File: src/rtl/exu_csrarb_pkg.sv
// exu_csrarb_pkg: op/state encodings and requester indices shared by the CSR port arbiter.
package exu_csrarb_pkg;
   typedef enum logic [1:0] {OP_RD = 2'b00, OP_RW = 2'b01, OP_RS = 2'b10, OP_RC = 2'b11} csr_op_e;
   typedef enum logic [1:0] {ST_IDLE = 2'b00, ST_RD = 2'b01, ST_WR = 2'b10, ST_RSP = 2'b11} state_e;
   localparam int OWN_EXU = 0;
   localparam int OWN_TRP = 1;
   localparam int OWN_DBG = 2;
endpackage

File: src/rtl/exu_csrarb_wgen.sv
// exu_csrarb_wgen: combinational read-modify-write data for CSR RW/RS/RC ops.
module exu_csrarb_wgen
   import exu_csrarb_pkg::*;
#(
   parameter int DW = 32
) (
   input  csr_op_e         op,
   input  logic [DW-1:0]   opn,
   input  logic [DW-1:0]   old,
   output logic [DW-1:0]   wdat
);
   always_comb wdat = op == OP_RS ? (opn | old) : op == OP_RC ? (~opn & old) : opn;
endmodule

File: src/rtl/exu_csrarb.sv
// exu_csrarb: fixed-priority sequencer for the single CSR file port (read, RMW write, response).
// CIRNO_CSR_DBG_PORT_EN adds a debug requester above trap and EXU.
module exu_csrarb
   import exu_csrarb_pkg::*;
#(
   parameter int DW = 32,
   parameter int AW = 12
) (
   input  logic            clk,
   input  logic            rst_n,
   input  logic            exu_req_val,
   output logic            exu_req_rdy,
   input  logic [1:0]      exu_req_op,
   input  logic [AW-1:0]   exu_req_idx,
   input  logic [DW-1:0]   exu_req_opn,
   output logic            exu_rsp_val,
   input  logic            exu_rsp_rdy,
   output logic [DW-1:0]   exu_rsp_dat,
   input  logic            trp_req_val,
   output logic            trp_req_rdy,
   input  logic [1:0]      trp_req_op,
   input  logic [AW-1:0]   trp_req_idx,
   input  logic [DW-1:0]   trp_req_opn,
   output logic            trp_rsp_val,
   input  logic            trp_rsp_rdy,
   output logic [DW-1:0]   trp_rsp_dat,
`ifdef CIRNO_CSR_DBG_PORT_EN
   input  logic            dbg_req_val,
   output logic            dbg_req_rdy,
   input  logic [1:0]      dbg_req_op,
   input  logic [AW-1:0]   dbg_req_idx,
   input  logic [DW-1:0]   dbg_req_opn,
   output logic            dbg_rsp_val,
   input  logic            dbg_rsp_rdy,
   output logic [DW-1:0]   dbg_rsp_dat,
`endif
   output logic            csr_ren,
   output logic            csr_wen,
   output logic [AW-1:0]   csr_idx,
   output logic [DW-1:0]   csr_wdat,
   input  logic [DW-1:0]   csr_rdat
);
`ifdef CIRNO_CSR_DBG_PORT_EN
   localparam int NP = 3;
`else
   localparam int NP = 2;
`endif
   localparam int OW = $clog2(NP);
   localparam logic [NP-1:0] ONE = NP'(1);
   logic [NP-1:0] req_val, rsp_rdy, gnt, rsp_q;
   csr_op_e req_op [NP];
   logic [AW-1:0] req_idx [NP];
   logic [DW-1:0] req_opn [NP];
   state_e state;
   csr_op_e op_q;
   logic [OW-1:0] own, sel;
   logic [AW-1:0] idx_q;
   logic [DW-1:0] opn_q, old_q, wdat_q, wgen_dat, rsp_dat;
   logic ren_q, wen_q;
   assign req_val[OWN_EXU] = exu_req_val;
   assign rsp_rdy[OWN_EXU] = exu_rsp_rdy;
   assign req_op[OWN_EXU]  = csr_op_e'(exu_req_op);
   assign req_idx[OWN_EXU] = exu_req_idx;
   assign req_opn[OWN_EXU] = exu_req_opn;
   assign req_val[OWN_TRP] = trp_req_val;
   assign rsp_rdy[OWN_TRP] = trp_rsp_rdy;
   assign req_op[OWN_TRP]  = csr_op_e'(trp_req_op);
   assign req_idx[OWN_TRP] = trp_req_idx;
   assign req_opn[OWN_TRP] = trp_req_opn;
`ifdef CIRNO_CSR_DBG_PORT_EN
   assign req_val[OWN_DBG] = dbg_req_val;
   assign rsp_rdy[OWN_DBG] = dbg_rsp_rdy;
   assign req_op[OWN_DBG]  = csr_op_e'(dbg_req_op);
   assign req_idx[OWN_DBG] = dbg_req_idx;
   assign req_opn[OWN_DBG] = dbg_req_opn;
   assign dbg_req_rdy = gnt[OWN_DBG];
   assign dbg_rsp_val = rsp_q[OWN_DBG] & rst_n;
   assign dbg_rsp_dat = rsp_dat;
`endif
   // Requester index doubles as priority: the highest valid index wins.
   always_comb begin
      sel = '0;
      for (int i = 0; i < NP; i++)
         if (req_val[i]) sel = OW'(i);
   end
   always_comb gnt = (rst_n && state == ST_IDLE && |req_val) ? ONE << sel : '0;
   // RMW data is formed from the live read so csr_wdat can be registered for the WR cycle.
   exu_csrarb_wgen #(.DW(DW)) u_wgen (
      .op   (op_q),
      .opn  (opn_q),
      .old  (csr_rdat),
      .wdat (wgen_dat)
   );
   always_ff @(posedge clk) begin
      if (!rst_n) begin
         state  <= ST_IDLE;
         own    <= '0;
         op_q   <= OP_RD;
         idx_q  <= '0;
         opn_q  <= '0;
         old_q  <= '0;
         wdat_q <= '0;
         ren_q  <= 1'b0;
         wen_q  <= 1'b0;
         rsp_q  <= '0;
      end else begin
         case (state)
            ST_IDLE: if (|gnt) begin
               state <= ST_RD;
               own   <= sel;
               op_q  <= req_op[sel];
               idx_q <= req_idx[sel];
               opn_q <= req_opn[sel];
               ren_q <= 1'b1;
            end
            ST_RD: begin
               old_q  <= csr_rdat;
               wdat_q <= wgen_dat;
               ren_q  <= 1'b0;
               wen_q  <= op_q != OP_RD;
               state  <= op_q == OP_RD ? ST_RSP : ST_WR;
               rsp_q  <= op_q == OP_RD ? ONE << own : '0;
            end
            ST_WR: begin
               wen_q <= 1'b0;
               state <= ST_RSP;
               rsp_q <= ONE << own;
            end
            ST_RSP: if (rsp_rdy[own]) begin
               state <= ST_IDLE;
               rsp_q <= '0;
            end
         endcase
      end
   end
   // Reset masks outputs immediately so an in-flight write is dropped in the reset cycle.
   assign rsp_dat     = rst_n ? old_q : '0;
   assign exu_req_rdy = gnt[OWN_EXU];
   assign exu_rsp_val = rsp_q[OWN_EXU] & rst_n;
   assign exu_rsp_dat = rsp_dat;
   assign trp_req_rdy = gnt[OWN_TRP];
   assign trp_rsp_val = rsp_q[OWN_TRP] & rst_n;
   assign trp_rsp_dat = rsp_dat;
   assign csr_ren     = ren_q & rst_n;
   assign csr_wen     = wen_q & rst_n;
   assign csr_idx     = rst_n ? idx_q : '0;
   assign csr_wdat    = rst_n ? wdat_q : '0;
endmodule
File: config.mk
export PLATFORM = sky130hd
export DESIGN_NAME = exu_csrarb
export DESIGN_NICKNAME = d
export VERILOG_FILES = /design/src/rtl/exu_csrarb_pkg.sv /design/src/rtl/exu_csrarb_wgen.sv /design/src/rtl/exu_csrarb.sv
export SDC_FILE = /design/constraint.sdc
export NUM_CORES = 1
export LEC_CHECK = 0
export ABC_AREA = 1
export CORE_ASPECT_RATIO = 0.75
export CORE_MARGIN = 2
export CORE_UTILIZATION = 44
export DETAILED_ROUTE_END_ITERATION = 10
export PLACE_DENSITY = 0.93
export REMOVE_ABC_BUFFERS = 1
export SLEW_MARGIN = 10
export SYNTH_ARGS = -nofsm -noshare
export SYNTH_HDL_FRONTEND = slang
export SYNTH_HIERARCHICAL = 1
export SYNTH_SLANG_ARGS = --single-unit
File: constraint.sdc
create_clock -name clk -period 2.6 [get_ports clk]
set_input_delay 0.78 -clock clk [delete_from_list [all_inputs] [get_ports clk]]
set_output_delay 0.78 -clock clk [all_outputs]
set_load 0.02 [all_outputs]
==> results of run 1 <==
logic make-up (layout without fill, tap and decap cells):
kind of cell               count (synthesis)  count (layout)
AOI/OAI and AO/OA                        118             118
and+or+nand+nor                          476             476
DFF                                      117             117
adders and majority gates                  4               4
buffers and inverters                    215             426
layer usage:
metal | part of all wire [%] | wire length [µm] | track usage (%) | vias up
met3 | 8.6 | 1530 | 6.83 | 26
li1 | - | - | - | 3203
met5 | 0 | 0 | 0 | -
met2 | 48 | 8620 | 41.4 | 256
met1 | 41 | 7400 | 29.4 | 2825
met4 | 1.6 | 290 | 7.07 | 0
stage by stage:
stage / setup WS (ns) / area (µm²) / power [W]
CTS: 0.0142 / 8790 / 0.00783
global placement: -0.314 / 8290 / 0.00539
floorplan: -0.545 / 5400 / 0.00414
global route: 0.00457 / 8800 / 0.00826
finish: 0.0497 / 8800 / 0.00779
detailed placement: -0.337 / 8290 / 0.00547
report_power, final:
group,internal [W],switching [W],leakage [nW]
Sequential,0.00228,0.000277,0.961
Combinational,0.00102,0.00168,3.47
Clock,0.00170,0.000832,0.307
Total,0.00499,0.00279,4.73
flip-flops by register name (all words and copies together), names as in the netlist:
name	flops
idx_q	12
old_q	32
op_q	2
opn_q	32
own	1
ren_q	1
rsp_q	2
state	2
wdat_q	32
wen_q	1
critical path, delay by kind of cell:
family / cells / cell delay (ns)
buffers and inverters: 4 / 0.95
AND/OR/NAND/NOR: 1 / 0.05
layout by cell type, fill, tap and decap left out, types with 3 or more instances in the layout:
cell type	count
nand2_1	285
nor2_1	140
clkdlybuf4s50_1	129
inv_1	122
dfxtp_1	115
dlygate4sd2_1	109
o21ai_0	68
a31oi_1	45
nand3_1	35
buf_4	22
clkbuf_16	17
nand2_2	12
bufinv_16	5
inv_2	4
buf_12	4
ha_1	3
clkinv_2	3
clkinv_4	3
worst max path at each step:
stage / slack (ns) / end / from / cells past startpoint
finish: 0.05 / csr_wdat[27] / rst_n / 5
global route: 0.005 / trp_req_rdy / trp_req_val / 4
CTS: 0.01 / csr_wdat[22] / rst_n / 5
detailed placement: -0.34 / exu_req_rdy / trp_req_val / 6
global placement: -0.31 / exu_req_rdy / trp_req_val / 6
floorplan: -0.54 / exu_req_rdy / rst_n / 4
area by class of cell:
| cell class | instances | area [µm²] | area share (%) |
|---|---|---|---|
| Clock buffer | 19 | 433 | 4.92 |
| Sequential cell | 117 | 2340 | 26.7 |
| Multi-Input combinational cell | 598 | 2600 | 29.5 |
| Timing Repair Buffer | 268 | 2530 | 28.8 |
| Clock inverter | 13 | 206 | 2.35 |
| Inverter | 126 | 473 | 5.38 |
| Tap cell | 171 | 214 | 2.43 |
==> summary.md, run 1 <==
| Metric | Value |
|---|---|
| Outcome | `finished clean` |
| Critical path's largest stage delay | `0.59 ns` |
| Post-synth top area cell | `dfxtp_1` |
| Register bit total from synthesis | `117` |
| Worst Hold End | `wen_q` |
| Post-DP HPWL | `12,000 µm` |
| Post-Synth Simple-Gate Area | `31.5%` |
| Post-Layout Cell Count | `1,312` |
| DRT Pass-1 Iters | `5` |
| Leakage | `4.73 nW` |
| Setup violations, final | `0` |
| Pwr dens | `885 nW/µm²` |
| Reg2reg end | `state[0]` |
| Slew headroom | `58.5%` |
| Peak supply drop | `0.773 mV` |
| Min cycle time layout | `2.55 ns` |
| Vias | `6,310` |
| R2R setup slack | `0.65 ns` |
| Initial antenna violation count | `0` |
| ANT cells | `0` |
| Final net count | `1,262` |
| GRT Residual Overflow | `0` |
| Final core utilization | `67.1%` |
| TritonCTS clock tree | `yes` |
| DRT antenna net count | `0` |
| Reg-to-reg critical path startpoint | `state[1]` |
| Die ar. | `14,500 µm²` |
| RSZ-0062 raised after global routing | `no` |
| Post-synthesis instance total | `930` |
| Synth cell count leaders | `nand2_1 (285), nor2_1 (140), inv_1 (123), dfxtp_1 (117), o21ai_0 (68)` |
| Core region area | `13,100 µm²` |
| Vias in the first global route | `6,058` |
| Post-synth EDFFs | `0` |
| FF-to-FF path depth | `10` |
| Clk_skew | `0.00810 ns` |
| Layout cell share with drive strength beyond 1 | `6.92%` |
| Buffer type at the clock tree root | `clkbuf_16` |
| Hold path depth | `2` |
| # H-tree levels | `4` |
| Die W | `139 µm` |
| Post-synthesis sequential area ratio | `39.2%` |
| Resized cells post-CTS | `115` |
| Syn_area_per_cell | `6.43 µm²` |
| Syn-to-layout area delta | `47.2%` |
| Inst Count DP | `1,280` |
| Crit Path Max Fanout | `12` |
| Worst-Skew Late Latency | `0.40 ns` |
| WP data arrival | `1.77 ns` |
| Die H | `105 µm` |
| Synth Flop Type | `dfxtp_1` |
| Critical-path cell list | `buf_6, buf_4, nand2_1, inv_1, clkdlybuf4s50_1` |
| Slew at the pin closest to its max-slew limit | `0.623 ns` |
| Worst Hold Class | `flip-flop to flip-flop` |
| Clk slew on worst S/H paths | `0.05 ns` |
| Compound-cell area share of the yosys netlist | `10.9%` |
| Fraction of registers with async set or reset after synthesis | `0%` |
| Yosys Warn Count | `6` |
| Crit Path Class | `primary input to output port` |
| Max Cap Violations | `0` |
| Pins Over Slew Limit | `0` |
| Post-Synth Adder-Cell Area | `0.837%` |
| Count of hold-fix buffers inserted at cts | `0` |
| Clk buf depth | `2` |
| Clock Sinks | `117` |
| Top-count cell post-synth | `nand2_1` |
| Largest family of logic cells by synthesized area | `simple AND/OR/NAND/NOR gates` |
| Fillers | `1,148` |
| Synth top area share | `39.2%` |
| Vias/cell | `4.81` |
| Post-synthesis mux area share | `0%` |
| Post-synthesis xor/xnor area fraction | `0%` |
| Setup Buffers After CTS | `0` |
| Worst setup EP type | `output port` |
| Hold path start | `wen_q` |
| Worst path slowest cell | `clkdlybuf4s50_1` |
| Mapped cell area | `5980 µm²` |
| Startpoint Class | `primary input` |
| GP Congestion | `0.902` |
| First-pass GRT wire length | `28,800 µm` |
| Routed WL per cell | `13.6 µm` |
| Num CTS Buffers | `17` |
| Final worst path period share | `98.1%` |
| Critical Path RT | `1.82 ns` |
| Final-report hold violation count | `0` |
| Unique masters post-synth | `23` |
| IO Count | `244` |
| Row count | `36` |
| Worst hold slack | `0.486 ns` |
| Final wirelength | `17,800 µm` |
| Gr usage total | `24.1%` |
| IO buf count | `243` |
| Setup TNS | `0 ns` |
| Area contributors post-synth | `dfxtp_1 (39%), nand2_1 (18%), nor2_1 (8.8%)` |
| DRT iter0 DRCs | `280` |
| Fmax | `0.392 GHz` |
| Largest net degree at the start of global routing | `67` |
| DRC viols | `0` |
| Initial Util | `45.6%` |
Power figures use the tool's default switching activity.
==> run 2, diff against run 1 <==
--- a/config.mk
+++ b/config.mk
@@ -10,7 +10,8 @@
 export CORE_MARGIN = 2
 export CORE_UTILIZATION = 44
 export DETAILED_ROUTE_END_ITERATION = 10
-export PLACE_DENSITY = 0.93
+export PLACE_DENSITY = 0.82
+export RECOVER_POWER = 100
 export REMOVE_ABC_BUFFERS = 1
 export SLEW_MARGIN = 10
 export SYNTH_ARGS = -nofsm -noshare
==> run 2 against run 1 <==
Against the previous run:
- combinational power about the same
- total power down 3.9%
- global-route usage up 0.14 points
- clock skew up 0.0020 ns
- via count up 0.44%
- die area unchanged
- register-to-register slack worse by 0.38 ns
- worst hold slack worse by 0.0046 ns
- largest power group unchanged
==> summary.md, run 2 (same netlist as run 1, synthesis figures left out) <==
| Metric | Value |
|---|---|
| Final net count | `1,261 (-0.079%)` |
| Pre-CTS setup slack | `-0.355 ns (-0.0180 ns)` |
| Clock Sinks | `117 (unchanged)` |
| Worst Hold End | `rsp_q[0]` |
| Min cycle time layout | `2.55 ns (-0.00174 ns)` |
| Layout cell share with drive strength beyond 1 | `6.23% (-0.69 points)` |
| Vias in the first global route | `5,905 (-2.5%)` |
| Buffer type at the clock tree root | `clkbuf_16` |
| Final instance area | `8720 µm² (-0.82%)` |
| Initial antenna violation count | `0 (unchanged)` |
| Biggest regs | `old_q: 32 flops, opn_q: 32 flops, wdat_q: 32 flops` |
| Power Total | `0.00748 W (-3.9%)` |
| Sw Pwr | `0.00277 W (-0.89%)` |
| Reg2reg end | `state[0]` |
| DRC viols | `0 (unchanged)` |
| Crit Path Max Fanout | `20 (+8)` |
| Final worst path period share | `98.0% (about the same)` |
| Pins Over Slew Limit | `0 (unchanged)` |
| Core region area | `13,100 µm² (unchanged)` |
| Leakage | `4.67 nW (-1.3%)` |
| Clk buf depth | `2 (unchanged)` |
| Pint | `0.00471 W (-5.6%)` |
| RSZ-0062 raised after global routing | `no` |
| Gr usage total | `24.2% (+0.14 points)` |
| Slew headroom | `19.3% (-39 points)` |
| Startpoint Class | `primary input` |
| Commonest non-fill, non-tap cell in the layout | `nand2_1` |
| Inst Count DP | `1,278 (-0.16%)` |
| Fmax | `0.392 GHz (about the same)` |
| Num CTS Buffers | `17 (unchanged)` |
| Final wirelength | `17,900 µm (+0.22%)` |
| Hold path start | `rsp_q[0]` |
| Outcome | `finished clean` |
| Final-report hold violation count | `0 (unchanged)` |
| Routed WL per cell | `13.6 µm (+0.37%)` |
| Vias | `6,338 (+0.44%)` |
| Pwr dens | `857 nW/µm² (-3.1%)` |
| Clk pwr share | `29.8% (-2.7 points)` |
| Post-Layout Cell Count | `1,310 (-0.15%)` |
| Reg power frac | `34.1% (+1.3 points)` |
| Reg-to-reg critical path startpoint | `state[1]` |
| WP data arrival | `1.77 ns (about the same)` |
| DRT antenna net count | `0 (unchanged)` |
| GP Congestion | `0.827 (-8.3%)` |
| Syn-to-layout area delta | `46.0%` |
| Max Cap Violations | `0 (unchanged)` |
| Clk_skew | `0.0101 ns (+0.00200 ns)` |
| Die H | `105 µm (unchanged)` |
| Hold path depth | `2 (unchanged)` |
| Initial Util | `45.6% (unchanged)` |
| Die W | `139 µm (unchanged)` |
| Worst path slowest cell | `dlygate4sd2_1` |
| Setup violations, final | `0 (unchanged)` |
| FF-to-FF path depth | `10 (unchanged)` |
| Vias/cell | `4.84 (+0.60%)` |
| Worst hold slack | `0.482 ns (-0.00463 ns)` |
| Worst-Skew Late Latency | `0.40 ns (about the same)` |
| Post-DP HPWL | `12,100 µm (+0.33%)` |
| Peak supply drop | `0.727 mV (-6.1%)` |
| IO buf count | `243 (unchanged)` |
| DRT iter0 DRCs | `330 (+18%)` |
| Slew at the pin closest to its max-slew limit | `1.21 ns (+0.587 ns)` |
| Critical Path RT | `1.82 ns (about the same)` |
| Power share of the combinational group | `36.1% (+1.4 points)` |
| Clk slew on worst S/H paths | `0.06 ns (about the same)` |
| IO Count | `244 (unchanged)` |
| ANT cells | `0 (unchanged)` |
| Sw frac | `37.0% (+1.1 points)` |
| Placement-stage cell area | `8290 µm² (unchanged)` |
| Die ar. | `14,500 µm² (unchanged)` |
| DRT Pass-1 Iters | `4 (-1)` |
| Final worst slack | `0.0514 ns (+0.00174 ns)` |
| Crit Path Class | `primary input to output port` |
| Critical-path cell list | `buf_6, bufbuf_16, nand2_1, inv_1, dlygate4sd2_1` |
| Critical path's largest stage delay | `0.36 ns (-0.23 ns)` |
| GRT Residual Overflow | `0 (unchanged)` |
| Largest net degree at the start of global routing | `67 (unchanged)` |
| TritonCTS clock tree | `yes` |
| First-pass GRT wire length | `28,500 µm (-0.82%)` |
| Row count | `36 (unchanged)` |
| Worst setup EP type | `output port` |
| Worst Hold Class | `flip-flop to flip-flop` |
| Most frequent cells in the layout | `nand2_1 (285), nor2_1 (140), clkdlybuf4s50_1 (129), inv_1 (123), dfxtp_1 (116)` |
| # H-tree levels | `4 (unchanged)` |
| R2R setup slack | `0.27 ns (-0.38 ns)` |
==> run 2: cell count changes in the layout (fill, tap and decap cells not counted), sizes merged <==
cell | before | now
buf | 28 | 19
clkbuf | 19 | 28
bufinv | 5 | 2
clkdlybuf4s15 | 1 | 4
dlygate4sd2 | 109 | 106
bufbuf | 0 | 1
clkinvlp | 2 | 3
dlygate4sd3 | 0 | 1
dlymetal6s2s | 1 | 0
inv | 126 | 125
==> run 2: how the worst max path moves through the flow <==
stage | to | slack [ns] | startpoint | cells after the start
6_report | exu_rsp_dat[6] | 0.05 | rst_n | 5
5_1_grt | exu_rsp_dat[4] | 0.005 | rst_n | 5
4_1_cts | exu_rsp_dat[15] | 0.03 | rst_n | 5
3_5_place_dp | trp_req_rdy | -0.35 | trp_req_val | 5
3_3_place_gp | trp_req_rdy | -0.35 | trp_req_val | 5
2_1_floorplan | exu_req_rdy | -0.54 | rst_n | 4
==> run 2: routing by layer <==
layer | share of wire (%) | GRT usage, % | routed length (µm) | up-vias
li1 | - | - | - | 3204
met1 | 44 | 31.0 | 7860 | 2846
met2 | 46 | 39.7 | 8190 | 275
met3 | 9.5 | 7.01 | 1700 | 13
met4 | 0.74 | 7.22 | 133 | 0
met5 | 0 | 0 | 0 | -
==> run 2: what timing repair did <==
item / in CTS / in global routing
hold buffers: 0 / 0
gates resized for setup: 119 / 4
cloned: 1 / 0
setup endpoints to repair: 112 / 4
pin swaps: 0 / 0
buffers inserted: 0 / 0
==> run 2: worst max-delay path, delay by kind of cell <==
kind	cells	cell delay, ns
simple gates	1	0.06
buf+inv	4	0.91
==> run 2: cell type report <==
class                   count  area [µm²]
clock buffers              21         450
flip-flops and latches    117        2340
well taps                 171         214
clock inverters            10         108
multi-input cells         598        2590
fillers                  1182        4380
repair buffers            267        2540
inverters                 126         473
==> run 2: through the flow <==
stage          setup TNS (ns)  utilization [%]
2_1_floorplan           -5.03                -
3_3_place_gp           -16.59             63.3
3_5_place_dp           -17.83             63.3
4_1_cts                     0             66.7
5_1_grt                     0             66.6
6_report                    0             66.6
==> run 2: power by group through the flow <==
stage	registers (W)	clock network, W	logic (W)
2_1_floorplan	0.00251	0	0.00163
3_3_place_gp	0.00255	0	0.00286
3_5_place_dp	0.00257	0	0.00290
4_1_cts	0.00254	0.00226	0.00272
5_1_grt	0.00260	0.00234	0.00303
6_report	0.00255	0.00223	0.00270
